$ cat src/rtl/spad_sp_arbiter_pkg.sv
// Shared types for the scratchpad arbiter: grant selector and round-robin pointer encoding.
package spad_sp_arbiter_pkg;

    typedef enum logic [1:0] {
        GNT_NONE = 2'd0,
        GNT_RD   = 2'd1,
        GNT_WR   = 2'd2
    } gnt_e;

    localparam logic RR_PTR_RD  = 1'b0;
    localparam logic RR_PTR_WR  = 1'b1;
    localparam logic RR_PTR_RST = RR_PTR_RD;

endpackage

$ cat src/rtl/spad_arb_rsp_slot.sv
// One-entry read response slot: data arrives from the scratchpad one cycle after issue,
// is shown combinationally, and is captured into the hold register if the consumer stalls.
module spad_arb_rsp_slot #(
    parameter int DATA_WIDTH = 8
) (
    input  logic                  clk_i,
    input  logic                  rst_i,
    input  logic                  rd_issue_i,
    input  logic                  rsp_ready_i,
    input  logic [DATA_WIDTH-1:0] spad_rdata_i,
    output logic                  rsp_valid_o,
    output logic [DATA_WIDTH-1:0] rsp_data_o,
    output logic                  slot_free_o
);

    logic                  rsp_vld_q, rsp_vld_d;
    logic                  held_q, held_d;
    logic [DATA_WIDTH-1:0] hold_dat_q, hold_dat_d;

    always_comb begin
        rsp_vld_d  = rsp_vld_q & ~rsp_ready_i;
        held_d     = 1'b0;
        hold_dat_d = hold_dat_q;
        if (rd_issue_i) begin
            // Fresh read: its data comes straight from the scratchpad next cycle.
            rsp_vld_d = 1'b1;
            held_d    = 1'b0;
        end else if (rsp_vld_q && !rsp_ready_i) begin
            held_d = 1'b1;
            if (!held_q) begin
                hold_dat_d = spad_rdata_i;
            end
        end
    end

    always_ff @(posedge clk_i) begin
        if (rst_i) begin
            rsp_vld_q  <= 1'b0;
            held_q     <= 1'b0;
            hold_dat_q <= '0;
        end else begin
            rsp_vld_q  <= rsp_vld_d;
            held_q     <= held_d;
            hold_dat_q <= hold_dat_d;
        end
    end

    assign rsp_valid_o = rsp_vld_q;
    assign rsp_data_o  = held_q ? hold_dat_q : spad_rdata_i;
    assign slot_free_o = ~rsp_vld_q | rsp_ready_i;

endmodule

$ cat src/rtl/spad_sp_arbiter.sv
// Per-cycle read/write arbiter for a single-port scratchpad; read data returns one cycle after grant.
// Reads stall only while the response slot is full; optional SPAD_ARB_RR_EN selects round-robin, else reads win.
module spad_sp_arbiter
    import spad_sp_arbiter_pkg::*;
#(
    parameter int DATA_WIDTH = 8,
    parameter int ADDR_WIDTH = 10
) (
    input  logic                  clk_i,
    input  logic                  rst_i,
    input  logic                  wr_valid_i,
    output logic                  wr_ready_o,
    input  logic [ADDR_WIDTH-1:0] wr_addr_i,
    input  logic [DATA_WIDTH-1:0] wr_data_i,
    input  logic                  rd_valid_i,
    output logic                  rd_ready_o,
    input  logic [ADDR_WIDTH-1:0] rd_addr_i,
    output logic                  rsp_valid_o,
    input  logic                  rsp_ready_i,
    output logic [DATA_WIDTH-1:0] rsp_data_o,
    output logic                  spad_re_o,
    output logic                  spad_we_o,
    output logic [ADDR_WIDTH-1:0] spad_addr_o,
    output logic [DATA_WIDTH-1:0] spad_wdata_o,
    input  logic [DATA_WIDTH-1:0] spad_rdata_i,
    output logic                  busy_o
);

    gnt_e gnt;
    logic slot_free;
    logic rd_elig, wr_elig;

    assign rd_elig = rd_valid_i & slot_free;
    assign wr_elig = wr_valid_i;

`ifdef SPAD_ARB_RR_EN
    logic rr_q, rr_d;

    // Pointer only moves on contended grants so an idle requester cannot steal a turn.
    always_comb begin
        rr_d = rr_q;
        if (!rst_i && rd_elig && wr_elig) begin
            rr_d = ~rr_q;
        end
    end

    always_ff @(posedge clk_i) begin
        if (rst_i) begin
            rr_q <= RR_PTR_RST;
        end else begin
            rr_q <= rr_d;
        end
    end
`endif

    always_comb begin
        gnt = GNT_NONE;
        if (!rst_i) begin
            if (rd_elig && wr_elig) begin
`ifdef SPAD_ARB_RR_EN
                gnt = (rr_q == RR_PTR_RD) ? GNT_RD : GNT_WR;
`else
                gnt = GNT_RD;
`endif
            end else if (rd_elig) begin
                gnt = GNT_RD;
            end else if (wr_elig) begin
                gnt = GNT_WR;
            end
        end
    end

    assign rd_ready_o   = (gnt == GNT_RD);
    assign wr_ready_o   = (gnt == GNT_WR);
    assign spad_re_o    = (gnt == GNT_RD);
    assign spad_we_o    = (gnt == GNT_WR);
    assign spad_addr_o  = (gnt == GNT_RD) ? rd_addr_i :
                          (gnt == GNT_WR) ? wr_addr_i : '0;
    assign spad_wdata_o = (gnt == GNT_WR) ? wr_data_i : '0;

    spad_arb_rsp_slot #(
        .DATA_WIDTH (DATA_WIDTH)
    ) u_rsp_slot (
        .clk_i        (clk_i),
        .rst_i        (rst_i),
        .rd_issue_i   (gnt == GNT_RD),
        .rsp_ready_i  (rsp_ready_i),
        .spad_rdata_i (spad_rdata_i),
        .rsp_valid_o  (rsp_valid_o),
        .rsp_data_o   (rsp_data_o),
        .slot_free_o  (slot_free)
    );

    assign busy_o = rsp_valid_o | wr_valid_i | rd_valid_i;

endmodule

$ cat config.mk
export PLATFORM = sky130hd
export DESIGN_NAME = spad_sp_arbiter
export DESIGN_NICKNAME = d
export VERILOG_FILES = /design/src/rtl/spad_sp_arbiter_pkg.sv /design/src/rtl/spad_arb_rsp_slot.sv /design/src/rtl/spad_sp_arbiter.sv
export SDC_FILE = /design/constraint.sdc
export NUM_CORES = 1
export LEC_CHECK = 0
export CAP_MARGIN = 5
export CORE_MARGIN = 2
export CORE_UTILIZATION = 32
export DETAILED_ROUTE_END_ITERATION = 10
export PLACE_DENSITY = 0.92
export SLEW_MARGIN = 10
export SYNTH_ARGS = -nofsm -noshare
export SYNTH_HDL_FRONTEND = slang
export SYNTH_HIERARCHICAL = 1
export SYNTH_SLANG_ARGS = --single-unit
$ cat constraint.sdc
create_clock -name clk_i -period 3.2 [get_ports clk_i]
set_clock_uncertainty 0.05 [all_clocks]
set_input_delay 0.64 -clock clk_i [delete_from_list [all_inputs] [get_ports clk_i]]
set_output_delay 0.64 -clock clk_i [all_outputs]
set_load 0.005 [all_outputs]
==> metrics <==
DRT Pass-1 Iters 4; post-layout instance area 1520 um2; hold_sp u_rsp_slot/hold_dat_q[1]; post-layout power 364 uW; Worst setup SP type input port; synth cell count leaders 11 x a21oi_1, 11 x nand2_1, 10 x dfxtp_1, 10 x nand3_1, 9 x nor2_1; DPL Wire Length 1980 um; Clk pwr share 24.0%; Worst Setup SP rsp_ready_i; chip width 52.4 um; DRC 0; first-pass GRT wire length 3640 um; initial antenna violation count 0; cts bufs inserted 3; actual slew at the worst max-slew pin 0.516 ns; PwrDens 239 nW/um2; placed cell count 186; routed via count 919; hold_buf cts 0; total I/O pin count 73; Int Pwr 272 uW; max-slew violation count 0; share of layout cells above drive strength 1 13.0%; Synth Area per Inst 8.25 um2; Die Y 52.4 um; vias in the first global route 873; Seq/Total Area, Yosys 26.7%; YS warnings 6; Skew-Pair Late Insertion Delay 0.27 ns; CP arrival 2.40 ns; post-CTS sizing 0; max-cap violation count 0; fmax 0.323 GHz; core outline area 2210 um2; Post-Syn Area 751 um2; crit path kind in2out; PortBufs 72; antenna fix cells 0; Final Critical Period 3.09 ns; Initial Utilization 33.9%; postcts setup bufs 0; root buffer cell clkbuf_4; Die Footprint 2750 um2; EDFF count, synth 0; Syn Inst Count 91; total track usage 17.6%; Setup crit end kind output port; area share of the largest cell type after synthesis 26.7%; sw frac 25.2%; first-iteration detailed-routing DRC count 3; vias per cell 4.84; Comb power frac 40.1%; worst endpoint required time 2.51 ns; clk buf depth 2; sw power 91.9 uW; CP max FO 12; largest cells by area after synthesis dfxtp_1 27%, mux2_4 16%, mux2i_1 11%; CTS clk-pin slew, worst paths 0.06 ns; ys flop type dfxtp_1; class of the worst hold path reg2reg; area grow syn2layout 103%; clk sink count 10; GRT overflow 0; synthesis-stage register bit count 10; outcome complete, no violations; Max VDD drop 0.000193 V; final antenna-violating net count 0; final setup vio count 0; Post-Syn Nets 132; Seq pwr share 35.9%; drt wl/cell 13.0 um; largest net degree at the start of global routing 22; Rel. slew slack 65.6%; CTS tree built; Cell Area, Placed 1480 um2; Fin. Hold Viols 0; area leader, netlist dfxtp_1; GP Congestion 0.659; H-Tree Depth 1; Async SR Flop Fraction 0%; FP Rows 17; total wire length 2470 um; Pleak 0.000580 uW; Synth cell types 19; FF-to-FF Start u_rsp_slot/rsp_valid_o; # nets final 205; Final Cycle Share 96.7%; non-filler cells, final 190
==> cells by family (layout without fill, tap and decap cells) <==
family | after synthesis | after routing | share of synthesized area, %
compound gates | 11 | 11 | 7.33
flops | 10 | 10 | 26.7
mux | 16 | 16 | 26.7
simple gates | 44 | 45 | 31.0
buf+inv | 10 | 80 | 8.33
==> cells in the final DEF (no fill, tap or decap), types with 2 or more instances in the layout <==
cell	count
a21oi_1	11
and2_1	8
buf_4	4
clkbuf_4	3
clkdlybuf4s50_1	72
dfxtp_1	10
mux2_4	8
mux2i_1	8
nand2_1	10
nand3_1	10
nor2_1	9
nor3b_2	2
==> power groups by stage <==
stage,Combinational (uW),Clock (uW),Sequential (uW)
after floorplan,51.0,0,132
after CTS,145,90.1,130
after detailed placement,144,0,133
after global routing,158,90.8,131
final,146,87.3,131
after global placement,141,0,133
==> per-stage QoR <==
step	TNS, ns	util (%)	setup slack (ns)	hold WS [ns]
4_1_cts	0	67.8	0.0293	0.458
5_1_grt	-0.0108	68.8	-0.0108	0.488
2_1_floorplan	0	-	1.08	0.411
3_5_place_dp	0	66.8	0.0299	0.442
3_3_place_gp	0	66.8	0.118	0.424
6_report	0	68.8	0.106	0.461
==> path summary, 6_finish.rpt <==
kind | endpoint | slack [ns] | cells after the start
worst min register to register | u_rsp_slot/hold_dat_q[1] | 0.46 | 2
worst max register to register | u_rsp_slot/hold_dat_q[7] | 1.48 | 8
worst max-delay path | spad_wdata_o[5] | 0.11 | 6
worst min-delay path | u_rsp_slot/hold_dat_q[1] | 0.46 | 2
==> per-layer routing <==
layer,track usage [%],part of all wire (%)
met1,17.8,39
met2,32.7,48
met3,5.43,12
met4,7.69,0.85
met5,0,0
==> state kept, by name (all words and copies together), names as in the netlist <==
| name | count |
|---|---|
| u_rsp_slot/held_q | 1 |
| u_rsp_slot/hold_dat_q | 8 |
| u_rsp_slot/rsp_valid_o | 1 |
==> layout make-up <==
class                   instances  area [um2]
multi-input cells              72         510
inverters                       1        3.75
well taps                      28        35.0
fillers                       183         689
clock buffers                   3        22.5
repair buffers                 76         751
flip-flops and latches         10         200
==> worst max-delay path, stage by stage <==
cell             delay (ns)
clkdlybuf4s50_1        0.44
nand2b_4               0.17
and2_4                 0.19
nor3b_2                0.30
and2_1                 0.18
clkdlybuf4s50_1        0.49
Note: power is estimated with default switching activity, not from simulation.
==> RTL edit (same flow settings) <==
`ADDR_WIDTH`: 10 -> 12.
--- a/src/rtl/spad_sp_arbiter.sv
+++ b/src/rtl/spad_sp_arbiter.sv
@@ -5,5 +5,5 @@
 #(
     parameter int DATA_WIDTH = 8,
-    parameter int ADDR_WIDTH = 10
+    parameter int ADDR_WIDTH = 12
 ) (
     input  logic                  clk_i,
Ports: changed (resized rd_addr_i, spad_addr_o and wr_addr_i); port bits go from 73 to 79. No check against the original RTL was run, so the function may have changed too.
==> RTL edit against the unedited design <==
  * Non-clock buffer count increased by 6
  * Synthesized cell count increased by 6.6%
  * Critical endpoint is now spad_wdata_o[3]
  * Routed wire length increased by 15%
  * Sequential power about the same
  * Setup slack improved by 0.024 ns
  * Sequential cell count unchanged
  * Global-route usage increased by 2.0 points
  * Synthesized area increased by 3.8%
  * Combinational power increased by 9.6%
  * Cell area increased by 7.1%
  * Largest power group unchanged
  * Via count increased by 8.6%
  * Total power increased by 11%
  * Clock power increased by 29%
  * Fmax increased by 0.77%
==> RTL edit: results (changes against the unedited design) <==
metric;value;unit;change
vias;998;;was 919
largest_register_ffs;8;;unchanged
p_int;0.000306;W;was 0.000272 W
tightest_slew;0.520;ns;was 0.516 ns
synthTopCellsByCount;a21oi_1 (13), nand2_1 (13), nand3_1 (12), dfxtp_1 (10), nor2_1 (9);;was a21oi_1 (11), nand2_1 (11), dfxtp_1 (10), nand3_1 (10), nor2_1 (9)
grt_pass1_wl;4040;um;was 3640 um
port-buffer-count;78;;was 72
cts_root_buf;clkbuf_4;;unchanged
vdd_ir_drop_max;0.000238;V;was 0.000193 V
wl_per_cell;14.0;um;was 13.0 um
coreArea;2250;um^2;was 2210 um^2
leakage;0.622;nW;was 0.580 nW
synth_fp_nets;142;;was 132
grt_pass1_vias;963;;was 873
place_inst;198;;was 186
antenna_found_initial;0;;unchanged
drt_pass1_iterations;3;;was 4
path_delay_family;buffers and inverters;;unchanged
crit_slowest_cell;clkdlybuf4s50_1;;unchanged
hpwl;2260;um;was 1980 um
via_per_inst;4.92;;was 4.84
final_nets;221;;was 205
cp_max_fo;14;;was 12
gpl.final_weighted_congestion;0.779;;was 0.659
ys.flop_type;dfxtp_1;;unchanged
drt_first_iter_violations;5;;was 3
grtUsageTotal;19.7;%;was 17.6%
yosysTopAreaCellShare;25.7;%;was 26.7%
yosys-top-cells-area;dfxtp_1 (26%), mux2_4 (15%), mux2i_1 (10%), a21oi_1 (8.3%), nand3_1 (7.7%);;was dfxtp_1 (27%), mux2_4 (16%), mux2i_1 (11%), a21oi_1 (7.3%), and2_1 (6.7%)
syn_inst;97;;was 91
yosysWarnings;6;;unchanged
synth_seq_area_share;25.7;%;was 26.7%
crit_arrival;2.38;ns;was 2.40 ns
grt_start_max_net_pins;24;;was 22
dpl_cell_area;1570;um^2;was 1480 um^2
drive_above_1_share;12.6;%;was 13.0%
cts_buffers;3;;unchanged
status;finished, final reports clean;;unchanged
RTL edit: cells by family after synthesis:
logic type,Yosys count,synth area share (%)
buffers and inverters,10,8.18
and+or+nand+nor,48,32.1
DFF,10,25.7
muxes,16,25.7
AOI/OAI and AO/OA,13,8.35
RTL edit: metrics by stage:
step           setup WS, ns  setup TNS (ns)  total power (W)  util (%)
2_1_floorplan          1.04               0         0.000186         -
3_3_place_gp         0.0929               0         0.000286      69.4
3_5_place_dp       0.000111               0         0.000290      69.4
4_1_cts            -0.00447        -0.00447         0.000404      71.0
5_1_grt              0.0400               0         0.000425      72.3
6_report              0.129               0         0.000404      72.3
RTL edit: power groups by stage:
stage | clock, W | combinational (W) | sequential (W)
floorplan | 0 | 0.0000541 | 0.000132
global placement | 0 | 0.000153 | 0.000133
detailed placement | 0 | 0.000157 | 0.000133
CTS | 0.000116 | 0.000158 | 0.000130
global route | 0.000121 | 0.000173 | 0.000131
finish | 0.000113 | 0.000160 | 0.000131
RTL edit: path summary, 6_finish.rpt:
| check | cells past startpoint | startpoint | to | slack (ns) |
|---|---|---|---|---|
| worst max register to register | 8 | u_rsp_slot/rsp_valid_o | u_rsp_slot/hold_dat_q[6] | 1.46 |
| worst min register to register | 2 | u_rsp_slot/hold_dat_q[5] | u_rsp_slot/hold_dat_q[5] | 0.46 |
| worst max-delay path | 6 | rsp_ready_i | spad_wdata_o[3] | 0.13 |
| worst min-delay path | 2 | u_rsp_slot/hold_dat_q[5] | u_rsp_slot/hold_dat_q[5] | 0.46 |
RTL edit: what timing repair did:
item,CTS,global route
cloned,0,1
endpoints found under the setup margin,1,20
setup buffers,0,0
resized for setup,0,3
pin swaps,0,2
RTL edit: metal layers:
metal / part of all wire, % / vias up / global-route usage [%]
met5: 0 / - / 0
met4: 1.4 / 0 / 7.69
met3: 12 / 4 / 8.47
met2: 51 / 56 / 38.9
met1: 35 / 452 / 16.7
li1: - / 486 / -
RTL edit: tightest hold or removal path: stages, from the launching register on:
cell and delay, ns:
dfxtp_1 0.33, mux2i_1 0.07, nor2_1 0.07
RTL edit: area by class of cell:
cell class / instances / area [um^2]
repair buffers: 82 / 811
inverters: 1 / 3.75
clock buffers: 4 / 36.3
well taps: 28 / 35.0
flip-flops and latches: 10 / 200
multi-input cells: 78 / 544
fillers: 170 / 624
